**config.mk**
```make
export PLATFORM = sky130hd
export DESIGN_NAME = ram_burst_ctrl
export DESIGN_NICKNAME = d
export VERILOG_FILES = /design/src/rtl/ram_burst_ctrl.sv
export SDC_FILE = /design/constraint.sdc
export NUM_CORES = 1
export LEC_CHECK = 0
export ABC_CLOCK_PERIOD_IN_PS = 2650
export CAP_MARGIN = 20
export CORE_ASPECT_RATIO = 1.75
export CORE_MARGIN = 1.5
export CORE_UTILIZATION = 46
export DETAILED_ROUTE_END_ITERATION = 12
export PLACE_DENSITY = 0.84
export SYNTH_ARGS = -nofsm -noshare
export SYNTH_HDL_FRONTEND = slang
export SYNTH_SLANG_ARGS = --single-unit
```
**constraint.sdc**
```tcl
create_clock -name clk -period 2.65 [get_ports clk]
set_clock_uncertainty 0.1 [all_clocks]
set_input_delay 0.3975 -clock clk [delete_from_list [all_inputs] [get_ports clk]]
set_output_delay 0.3975 -clock clk [all_outputs]
set_load 0.01 [all_outputs]
```
**src/rtl/ram_burst_ctrl.sv**
```systemverilog
// Burst read/write initiator for a single-port RAM (rw=0 write, rw=1 read).
// Latency: write beat -> RAM port 1 edge; read data -> rd_data RD_LAT+1 edges after its address.
// Backpressure: cmd_ready only in IDLE, wr_ready only in WRITE; rd_valid has no backpressure.
//
// Ports:
//   clk, rst                      single clock, synchronous active-high reset
//   cmd_valid/cmd_ready/cmd_rw/   burst command: direction, start address,
//   cmd_addr/cmd_len              beats minus one
//   wr_data/wr_valid/wr_ready     write beat stream
//   rd_data/rd_valid              read beat stream (registered, must be taken)
//   busy                          controller not idle
//   ram_rw/ram_addr/ram_data_in   registered RAM port drive
//   ram_data_out                  RAM read data
module ram_burst_ctrl #(
  parameter int ADDR_W = 3,
  parameter int DATA_W = 4,
  parameter int RD_LAT = 1
) (
  input  logic              clk,
  input  logic              rst,
  input  logic              cmd_valid,
  output logic              cmd_ready,
  input  logic              cmd_rw,
  input  logic [ADDR_W-1:0] cmd_addr,
  input  logic [ADDR_W-1:0] cmd_len,
  input  logic [DATA_W-1:0] wr_data,
  input  logic              wr_valid,
  output logic              wr_ready,
  output logic [DATA_W-1:0] rd_data,
  output logic              rd_valid,
  output logic              busy,
  output logic              ram_rw,
  output logic [ADDR_W-1:0] ram_addr,
  output logic [DATA_W-1:0] ram_data_in,
  input  logic [DATA_W-1:0] ram_data_out
);

  typedef enum logic [1:0] {IDLE, WRITE, READ, DRAIN} state_t;

  localparam logic [ADDR_W-1:0] ONE = ADDR_W'(1);

  state_t            state, state_nxt;
  logic [ADDR_W-1:0] cur_addr;
  logic [ADDR_W-1:0] len_q;
  logic [ADDR_W-1:0] beats;
  // vld_pipe[k] set means the address issued k+1 edges ago was a read;
  // the tap at RD_LAT lines up with ram_data_out for that address.
  logic [RD_LAT:0]   vld_pipe;
  logic              cmd_fire;
  logic              wr_fire;
  logic              last_beat;

  // Gated by rst so no command is taken while reset is being applied.
  assign cmd_ready = (state == IDLE) && !rst;
  assign wr_ready  = (state == WRITE) && !rst;
  assign busy      = (state != IDLE);
  assign cmd_fire  = cmd_valid && cmd_ready;
  assign wr_fire   = wr_valid && wr_ready;
  // beats counts completed beats, so it equals len on the final one.
  assign last_beat = (beats == len_q);

  always_ff @(posedge clk) begin
    if (rst) begin
      state <= IDLE;
    end else begin
      state <= state_nxt;
    end
  end

  always_comb begin
    state_nxt = state;
    case (state)
      IDLE: begin
        if (cmd_fire) begin
          state_nxt = cmd_rw ? READ : WRITE;
        end
      end
      WRITE: begin
        if (wr_fire && last_beat) begin
          state_nxt = IDLE;
        end
      end
      READ: begin
        if (last_beat) begin
          state_nxt = DRAIN;
        end
      end
      DRAIN: begin
        if (vld_pipe == '0) begin
          state_nxt = IDLE;
        end
      end
      default: state_nxt = IDLE;
    endcase
  end

  always_ff @(posedge clk) begin
    if (rst) begin
      cur_addr    <= '0;
      len_q       <= '0;
      beats       <= '0;
      vld_pipe    <= '0;
      rd_data     <= '0;
      rd_valid    <= 1'b0;
      ram_rw      <= 1'b1;
      ram_addr    <= '0;
      ram_data_in <= '0;
    end else begin
      // RAM port idles in read so a stalled or idle cycle never writes.
      ram_rw   <= 1'b1;
      vld_pipe <= {vld_pipe[RD_LAT-1:0], (state == READ)};
      rd_valid <= vld_pipe[RD_LAT];
      if (vld_pipe[RD_LAT]) begin
        rd_data <= ram_data_out;
      end

      case (state)
        IDLE: begin
          if (cmd_fire) begin
            cur_addr <= cmd_addr;
            len_q    <= cmd_len;
            beats    <= '0;
          end
        end
        WRITE: begin
          if (wr_fire) begin
            ram_rw      <= 1'b0;
            ram_addr    <= cur_addr;
            ram_data_in <= wr_data;
            cur_addr    <= cur_addr + ONE;
            beats       <= beats + ONE;
          end
        end
        READ: begin
          ram_addr <= cur_addr;
          cur_addr <= cur_addr + ONE;
          beats    <= beats + ONE;
        end
        default: ;
      endcase
    end
  end

endmodule

```
==> run_summary.xml, run 1 <==
<?xml version="1.0" encoding="UTF-8"?>
<metrics>
  <group name="worst_hold_path">
    <metric name="whs_path_depth" unit="">1</metric>
    <metric name="hold_path_class" unit="">reg2reg</metric>
  </group>
  <group name="clocking">
    <metric name="number_of_buffers_created_by_cts" unit="">3</metric>
    <metric name="worstSkewPairLatency" unit="ns">0.27</metric>
    <metric name="clock_path_buffers" unit="">2</metric>
    <metric name="post_cts_buffers" unit="">0</metric>
    <metric name="cts-htree-levels" unit="">1</metric>
    <metric name="tritoncts" unit="">done</metric>
    <metric name="cts.sink_count" unit="">26</metric>
    <metric name="ctsRootBufferMaster" unit="">sky130_fd_sc_hd__clkbuf_8</metric>
    <metric name="postCtsResizedCells" unit="">0</metric>
    <metric name="ctsHoldBuffers" unit="">0</metric>
    <metric name="clk_pin_slew" unit="ns">0.09</metric>
  </group>
  <group name="global_route">
    <metric name="antenna_found_initial" unit="">0</metric>
    <metric name="grt_max_degree" unit="">22</metric>
    <metric name="gr-usage-all-layers" unit="%">17.7</metric>
    <metric name="vias_in_the_first_global_route" unit="">1003</metric>
    <metric name="globalRouteOverflowTotal" unit="">0</metric>
    <metric name="grt_pass1_wl" unit="mm">4.14</metric>
  </group>
  <group name="finish">
    <metric name="finalNetCount" unit="">197</metric>
    <metric name="antenna_cells_inserted" unit="">0</metric>
    <metric name="register_area" unit="um2">520</metric>
    <metric name="layout-drive-gt1-share" unit="%">7.10</metric>
    <metric name="fillers" unit="">210</metric>
    <metric name="filler_free_cell_count_of_the_finished_design" unit="">195</metric>
    <metric name="syn_to_final_growth" unit="%">35.3</metric>
    <metric name="top_library_cells_by_usage_in_the_layout_fill_and_taps_aside" unit="">34 x sky130_fd_sc_hd__clkdlybuf4s50_1, 26 x sky130_fd_sc_hd__dfxtp_1, 17 x sky130_fd_sc_hd__nand2_1</metric>
    <metric name="layout.cells.most_common" unit="">sky130_fd_sc_hd__clkdlybuf4s50_1</metric>
    <metric name="combined_area_of_the_multi_input_logic_cells" unit="um2">674</metric>
  </group>
  <group name="synth">
    <metric name="synthesis.nets" unit="">162</metric>
    <metric name="synth_simple_gate_area_share" unit="%">24.8</metric>
    <metric name="yosys_most_used_dff" unit="">sky130_fd_sc_hd__dfxtp_1</metric>
    <metric name="syn-mean-instance-area" unit="um2">9.16</metric>
    <metric name="number_of_instances_in_the_synthesized_netlist" unit="">135</metric>
    <metric name="post_synth_fa_ha_maj_area_fraction" unit="%">8.10</metric>
    <metric name="netlist-cell-type-count" unit="">32</metric>
    <metric name="post_synth_mux_area_share" unit="%">8.10</metric>
    <metric name="synth.yosys.warnings" unit="">0</metric>
    <metric name="synth-xor-area-share" unit="%">2.13</metric>
    <metric name="synth_area_in_compound_gates" unit="%">11.4</metric>
    <metric name="seq_area_frac_synth" unit="%">42.1</metric>
    <metric name="combinational_family_with_the_most_area_after_synthesis" unit="">simple AND/OR/NAND/NOR gates</metric>
    <metric name="synth_seq_cells" unit="">26</metric>
    <metric name="synth_enable_flop_cells" unit="">0</metric>
    <metric name="synth-async-reset-ratio" unit="%">0</metric>
    <metric name="cell_area_synth" unit="um2">1240</metric>
  </group>
  <group name="setup_path">
    <metric name="crit_top_cell" unit="">sky130_fd_sc_hd__inv_1</metric>
    <metric name="required" unit="ns">2.15</metric>
    <metric name="critical_path_buf_inv_count" unit="">3</metric>
    <metric name="regToRegStartpoint" unit="">state[1]$_SDFFE_PP0P_</metric>
    <metric name="critPathCapture" unit="">cmd_ready</metric>
    <metric name="startpoint_type" unit="">flip-flop</metric>
    <metric name="critPathKind" unit="">reg2out</metric>
    <metric name="timing.critical_path.to_type" unit="">output pin</metric>
    <metric name="timing.critical_path.max_delay_family" unit="">buffers and inverters</metric>
    <metric name="ff2ff_setup_slack" unit="ns">0.37</metric>
    <metric name="worst-r2r-cell-count" unit="">5</metric>
    <metric name="startpoint" unit="">state[0]$_SDFFE_PP0P_</metric>
    <metric name="worst_path_max_delay_cell" unit="">sky130_fd_sc_hd__clkdlybuf4s50_1</metric>
    <metric name="timing.critical_path.depth" unit="">5</metric>
    <metric name="worstPathMaxFanout" unit="">8</metric>
    <metric name="cpPeakStageDelay" unit="ns">0.54</metric>
    <metric name="worst-endpoint-arrival" unit="ns">1.86</metric>
    <metric name="worstPathCellList" unit="">inv_1 -&gt; ha_1 -&gt; inv_1 -&gt; nor2_1 -&gt; clkdlybuf4s50_1</metric>
    <metric name="crit-reg2reg-capture" unit="">state[0]$_SDFFE_PP0P_</metric>
  </group>
  <group name="sta">
    <metric name="unrepaired_setup_endpoints_after_global_routing" unit="">no</metric>
    <metric name="slew-limit-headroom" unit="%">59.2</metric>
    <metric name="hold_viol" unit="">0</metric>
    <metric name="post-route-min-period" unit="ns">2.36</metric>
    <metric name="fin_tns_setup" unit="ns">0</metric>
    <metric name="worstMarginPinSlew" unit="ns">0.604</metric>
    <metric name="clock.fmax" unit="MHz">424</metric>
    <metric name="fin_crit_sh" unit="%">89.1</metric>
    <metric name="timing.final.setup_violations" unit="">0</metric>
    <metric name="finalMaxSlewViolations" unit="">0</metric>
    <metric name="timing.final.ws_setup" unit="ns">0.290</metric>
  </group>
  <group name="drt">
    <metric name="detailedRoute.firstPassIterationCount" unit="">4</metric>
    <metric name="avgViaCountPerCell" unit="">5.49</metric>
    <metric name="drc_errors" unit="">0</metric>
    <metric name="drt.antenna.violating_nets" unit="">0</metric>
    <metric name="drt-wirelength-per-cell" unit="um">13.6</metric>
    <metric name="drt_first_iter_violations" unit="">12</metric>
    <metric name="routed-via-count" unit="">1070</metric>
    <metric name="route.final.wire_length" unit="mm">2.65</metric>
  </group>
  <group name="power">
    <metric name="power.leakage" unit="nW">0.708</metric>
    <metric name="power.density_cell_area" unit="nW/um2">820</metric>
    <metric name="fin_total_pwr" unit="mW">1.37</metric>
    <metric name="vdd.ir_drop.worst" unit="mV">0.667</metric>
  </group>
  <group name="floorplanning">
    <metric name="starting_density" unit="%">49.0</metric>
    <metric name="chipHeight" unit="um">71.6</metric>
    <metric name="dieArea" unit="um2">3020</metric>
    <metric name="row_count" unit="">24</metric>
    <metric name="die_width" unit="um">42.2</metric>
    <metric name="core_region_area" unit="um2">2520</metric>
    <metric name="num_io_pins" unit="">35</metric>
  </group>
  <group name="placed_design">
    <metric name="setup_slack_after_placement" unit="ns">0.205</metric>
    <metric name="placed_cells_incl_taps" unit="">191</metric>
    <metric name="post-dp-hpwl" unit="mm">2.07</metric>
    <metric name="place_congestion" unit="">0.744</metric>
    <metric name="io_buffer_count" unit="">34</metric>
  </group>
  <group name="flow_run">
    <metric name="cap_viol_max_count" unit="">0</metric>
  </group>
  <group name="status">
    <metric name="outcome" unit="">finished clean</metric>
  </group>
</metrics>
kinds of logic after synthesis:
logic type      count (synthesis)
fa+ha+maj                       8
compound gates                 21
flops                          26
mux                            10
simple gates                   56
buf+inv                        11
xor+xnor                        3
layout make-up:
type | count | area share, %
Tap cell | 26 | 1.94
Sequential cell | 26 | 31.1
Clock inverter | 1 | 1.80
Clock buffer | 3 | 2.47
Inverter | 5 | 1.12
Multi-Input combinational cell | 98 | 40.3
Timing Repair Buffer | 36 | 21.2
metal layers:
layer	wire, um	up-vias	global-route usage (%)
li1	-	531	-
met1	1070	506	17.7
met2	1430	28	34.5
met3	97	5	2.77
met4	44	0	7.29
met5	0	-	0
registers in the layout (all words and copies together) (netlist names):
signal,count
len_q,3
beats,3
state,2
vld_pipe,2
rd_data,4
ram_rw,1
rd_valid,1
cur_addr,3
ram_data_in,4
ram_addr,3
worst register-to-register path: cells and delay by family, from the launching register on:
kind | cells | cell delay, ns
adder cells (fa/ha/maj) | 1 | 0.28
flip-flops | 1 | 0.40
AND/OR/NAND/NOR | 2 | 0.64
buffers and inverters | 1 | 0.11
AO/OA/AOI/OAI | 1 | 0.63
worst min-delay path by stage:
stage,from,end,slack (ns)
floorplan,vld_pipe[0]$_SDFF_PP0_,vld_pipe[1]$_SDFF_PP0_,0.34
global placement,vld_pipe[0]$_SDFF_PP0_,vld_pipe[1]$_SDFF_PP0_,0.35
detailed placement,len_q[1]$_SDFFE_PP0P_,len_q[1]$_SDFFE_PP0P_,0.36
CTS,len_q[1]$_SDFFE_PP0P_,len_q[1]$_SDFFE_PP0P_,0.37
global route,len_q[1]$_SDFFE_PP0P_,len_q[1]$_SDFFE_PP0P_,0.38
finish,vld_pipe[0]$_SDFF_PP0_,vld_pipe[1]$_SDFF_PP0_,0.37
synth_stat cells, types with 3 or more instances:
| library cell | number | area (um2) |
|---|---|---|
| sky130_fd_sc_hd__nand3b_1 | 7 | 52.6 |
| sky130_fd_sc_hd__nor2b_1 | 5 | 31.3 |
| sky130_fd_sc_hd__inv_1 | 4 | 15.0 |
| sky130_fd_sc_hd__nand2_1 | 17 | 63.8 |
| sky130_fd_sc_hd__nand3_1 | 4 | 20.0 |
| sky130_fd_sc_hd__xor2_1 | 3 | 26.3 |
| sky130_fd_sc_hd__nand2b_1 | 3 | 18.8 |
| sky130_fd_sc_hd__clkbuf_1 | 6 | 22.5 |
| sky130_fd_sc_hd__mux2i_1 | 10 | 100 |
| sky130_fd_sc_hd__a211oi_1 | 3 | 22.5 |
| sky130_fd_sc_hd__o21ai_0 | 3 | 15.0 |
| sky130_fd_sc_hd__nor2_1 | 11 | 41.3 |
| sky130_fd_sc_hd__dfxtp_1 | 26 | 521 |
| sky130_fd_sc_hd__ha_1 | 8 | 100 |
| sky130_fd_sc_hd__a21oi_1 | 8 | 40.0 |
power breakdown:
group          total, mW  internal [mW]  switching (mW)
registers          0.520          0.462          0.0585
logic              0.520          0.256           0.264
clock network      0.330          0.202           0.128
total               1.37          0.921           0.451
stage by stage:
| stage | area, um2 | util, % | hold slack (ns) |
|---|---|---|---|
| finish | 1670 | 66.3 | 0.368 |
| global route | 1670 | 66.3 | 0.384 |
| CTS | 1670 | 66.3 | 0.371 |
| detailed placement | 1600 | 63.5 | 0.359 |
| global placement | 1600 | 63.5 | 0.351 |
| floorplan | 1240 | - | 0.340 |
No activity file was read; power rests on OpenSTA's default activity.
==> run 2, diff against run 1 <==
Settings changed: CORE_UTILIZATION 46 to 45, PLACE_DENSITY 0.84 to 0.76.
==> run 2 against run 1 <==
Wire length shrank 0.94%; sequential power is essentially flat; critical endpoint unchanged; critical path type unchanged; maximum frequency grew 0.15%; clock power shrank 23%; count of clock-buffer cells in the layout grew 1; combinational power is 2% higher; largest cell class unchanged; die area up 2.1%; highest routed layer unchanged; power fell by 4.9%.
==> run_summary.xml, run 2 (same netlist as run 1, synthesis figures left out) <==
<?xml version="1.0" encoding="UTF-8"?>
<metrics>
  <group name="drt">
    <metric name="routed-wl-met2" unit="mm">1.50</metric>
    <metric name="avgViaCountPerCell" unit="">5.43</metric>
    <metric name="wl_met1" unit="mm">1.01</metric>
    <metric name="detailedRoute.firstPassIterationCount" unit="">5</metric>
    <metric name="drt-wirelength-per-cell" unit="um">13.3</metric>
    <metric name="drc_errors" unit="">0</metric>
    <metric name="drt.antenna.violating_nets" unit="">0</metric>
    <metric name="route.final.wire_length" unit="mm">2.62</metric>
    <metric name="route.top_layer_used" unit="">met4</metric>
    <metric name="routed-via-count" unit="">1069</metric>
    <metric name="dr_wl_met3" unit="um">90</metric>
    <metric name="drt_first_iter_violations" unit="">11</metric>
  </group>
  <group name="flow_run">
    <metric name="cap_viol_max_count" unit="">0</metric>
  </group>
  <group name="setup_path">
    <metric name="worst-r2r-cell-count" unit="">5</metric>
    <metric name="startpoint_type" unit="">flip-flop</metric>
    <metric name="worst-endpoint-arrival" unit="ns">1.86</metric>
    <metric name="crit-reg2reg-capture" unit="">state[0]$_SDFFE_PP0P_</metric>
    <metric name="worstPathMaxFanout" unit="">8</metric>
    <metric name="regToRegStartpoint" unit="">state[1]$_SDFFE_PP0P_</metric>
    <metric name="ff2ff_setup_slack" unit="ns">0.33</metric>
    <metric name="critPathKind" unit="">reg2out</metric>
    <metric name="required" unit="ns">2.15</metric>
    <metric name="timing.critical_path.to_type" unit="">output pin</metric>
  </group>
  <group name="clocking">
    <metric name="tritoncts" unit="">done</metric>
    <metric name="cts-htree-levels" unit="">1</metric>
    <metric name="postCtsResizedCells" unit="">0</metric>
    <metric name="post_cts_buffers" unit="">0</metric>
    <metric name="cts.sink_count" unit="">26</metric>
    <metric name="clk_pin_slew" unit="ns">0.09</metric>
    <metric name="ctsHoldBuffers" unit="">0</metric>
    <metric name="worstSkewPairLatency" unit="ns">0.27</metric>
    <metric name="ctsRootBufferMaster" unit="">sky130_fd_sc_hd__clkbuf_8</metric>
    <metric name="number_of_buffers_created_by_cts" unit="">3</metric>
    <metric name="clock_path_buffers" unit="">2</metric>
  </group>
  <group name="placed_design">
    <metric name="setup_slack_after_placement" unit="ns">0.274</metric>
    <metric name="io_buffer_count" unit="">34</metric>
    <metric name="post-dp-hpwl" unit="mm">2.11</metric>
    <metric name="placed_cells_incl_taps" unit="">193</metric>
    <metric name="place_congestion" unit="">0.758</metric>
  </group>
  <group name="floorplanning">
    <metric name="chipHeight" unit="um">72.3</metric>
    <metric name="starting_density" unit="%">46.5</metric>
    <metric name="die_width" unit="um">42.6</metric>
    <metric name="dieArea" unit="um2">3080</metric>
    <metric name="num_io_pins" unit="">35</metric>
    <metric name="core_region_area" unit="um2">2660</metric>
    <metric name="row_count" unit="">25</metric>
  </group>
  <group name="sta">
    <metric name="hold_viol" unit="">0</metric>
    <metric name="post-route-min-period" unit="ns">2.36</metric>
    <metric name="timing.final.ws_setup" unit="ns">0.293</metric>
    <metric name="fin_crit_sh" unit="%">88.9</metric>
    <metric name="unrepaired_setup_endpoints_after_global_routing" unit="">no</metric>
    <metric name="timing.final.setup_violations" unit="">0</metric>
    <metric name="worstMarginPinSlew" unit="ns">0.604</metric>
    <metric name="slew-limit-headroom" unit="%">59.2</metric>
    <metric name="clock.fmax" unit="MHz">424</metric>
    <metric name="fin_tns_setup" unit="ns">0</metric>
    <metric name="finalMaxSlewViolations" unit="">0</metric>
  </group>
  <group name="finish">
    <metric name="filler_free_cell_count_of_the_finished_design" unit="">197</metric>
    <metric name="combined_area_of_the_multi_input_logic_cells" unit="um2">674</metric>
    <metric name="fillers" unit="">248</metric>
    <metric name="antenna_cells_inserted" unit="">0</metric>
    <metric name="finalNetCount" unit="">198</metric>
    <metric name="layout-drive-gt1-share" unit="%">7.65</metric>
    <metric name="largest_registers" unit="">ram_data_in: 4 flops, rd_data: 4 flops</metric>
    <metric name="layout.cells.most_common" unit="">sky130_fd_sc_hd__clkdlybuf4s50_1</metric>
    <metric name="syn_to_final_growth" unit="%">34.7</metric>
    <metric name="register_area" unit="um2">520</metric>
    <metric name="top_library_cells_by_usage_in_the_layout_fill_and_taps_aside" unit="">34 x sky130_fd_sc_hd__clkdlybuf4s50_1, 26 x sky130_fd_sc_hd__dfxtp_1, 17 x sky130_fd_sc_hd__nand2_1</metric>
  </group>
  <group name="worst_hold_path">
    <metric name="worstHoldEndpoint" unit="">vld_pipe[1]$_SDFF_PP0_</metric>
    <metric name="hold_path_class" unit="">reg2reg</metric>
    <metric name="whs_path_depth" unit="">1</metric>
    <metric name="hp_start" unit="">vld_pipe[0]$_SDFF_PP0_</metric>
  </group>
  <group name="power">
    <metric name="power.share.switching" unit="%">34.1</metric>
    <metric name="power.combinational.fraction" unit="%">40.6</metric>
    <metric name="p_int" unit="uW">859</metric>
    <metric name="p_switching" unit="uW">445</metric>
    <metric name="fin_total_pwr" unit="mW">1.30</metric>
    <metric name="seq_power_share" unit="%">40.0</metric>
    <metric name="power.leakage" unit="nW">0.706</metric>
    <metric name="power.density_cell_area" unit="nW/um2">783</metric>
    <metric name="clock_power_share" unit="%">19.4</metric>
    <metric name="vdd.ir_drop.worst" unit="mV">0.603</metric>
  </group>
  <group name="global_route">
    <metric name="globalRouteOverflowTotal" unit="">0</metric>
    <metric name="vias_in_the_first_global_route" unit="">980</metric>
    <metric name="grt_max_degree" unit="">18</metric>
    <metric name="antenna_found_initial" unit="">0</metric>
    <metric name="grt_pass1_wl" unit="mm">4.13</metric>
    <metric name="gr-usage-all-layers" unit="%">17.2</metric>
  </group>
  <group name="status">
    <metric name="outcome" unit="">finished clean</metric>
  </group>
</metrics>
[run 2: power by group through the flow]
| stage | registers, mW | logic [mW] | clock network [mW] |
|---|---|---|---|
| final | 0.522 | 0.529 | 0.253 |
| after global routing | 0.533 | 0.582 | 0.273 |
| after CTS | 0.522 | 0.534 | 0.261 |
| after detailed placement | 0.530 | 0.532 | 0 |
| after global placement | 0.526 | 0.512 | 0 |
| after floorplan | 0.522 | 0.347 | 0 |
[run 2: worst max-delay path by stage]
| stage | start | end | slack [ns] | cells past startpoint |
|---|---|---|---|---|
| after floorplan | state[1]$_SDFFE_PP0P_ | state[0]$_SDFFE_PP0P_ | 0.58 | 8 |
| after global placement | rst | state[0]$_SDFFE_PP0P_ | 0.34 | 7 |
| after detailed placement | rst | state[0]$_SDFFE_PP0P_ | 0.27 | 7 |
| after CTS | state[1]$_SDFFE_PP0P_ | cmd_ready | 0.26 | 5 |
| after global routing | state[0]$_SDFFE_PP0P_ | cmd_ready | 0.18 | 5 |
| final | state[1]$_SDFFE_PP0P_ | cmd_ready | 0.29 | 5 |
[run 2: critical path, cell delays in order, from the launching register on]
cell and delay [ns]:
sky130_fd_sc_hd__dfxtp_1 0.37, sky130_fd_sc_hd__inv_1 0.13, sky130_fd_sc_hd__ha_1 0.37, sky130_fd_sc_hd__inv_1 0.10
sky130_fd_sc_hd__nor2_1 0.09, sky130_fd_sc_hd__clkdlybuf4s50_1 0.54
[run 2: through the flow]
| step | hold slack [ns] | instance area (um2) | utilization (%) |
|---|---|---|---|
| 4_1_cts | 0.372 | 1670 | 62.6 |
| 6_report | 0.372 | 1670 | 62.6 |
| 5_1_grt | 0.388 | 1670 | 62.6 |
| 3_3_place_gp | 0.356 | 1610 | 60.6 |
| 2_1_floorplan | 0.340 | 1240 | - |
| 3_5_place_dp | 0.360 | 1610 | 60.6 |
[run 2: metal layers]
metal | GRT usage, % | vias to the layer above
met3 | 3.23 | 2
li1 | - | 540
met4 | 5.21 | 0
met1 | 16.6 | 503
met2 | 34.5 | 24
met5 | 0 | -
[run 2: area by class of cell]
class	instances	share of cell area (%)
clock buffers	4	3.31
inverters	5	1.13
multi-input cells	98	40.5
flip-flops and latches	26	31.3
well taps	27	2.03
repair buffers	37	21.8
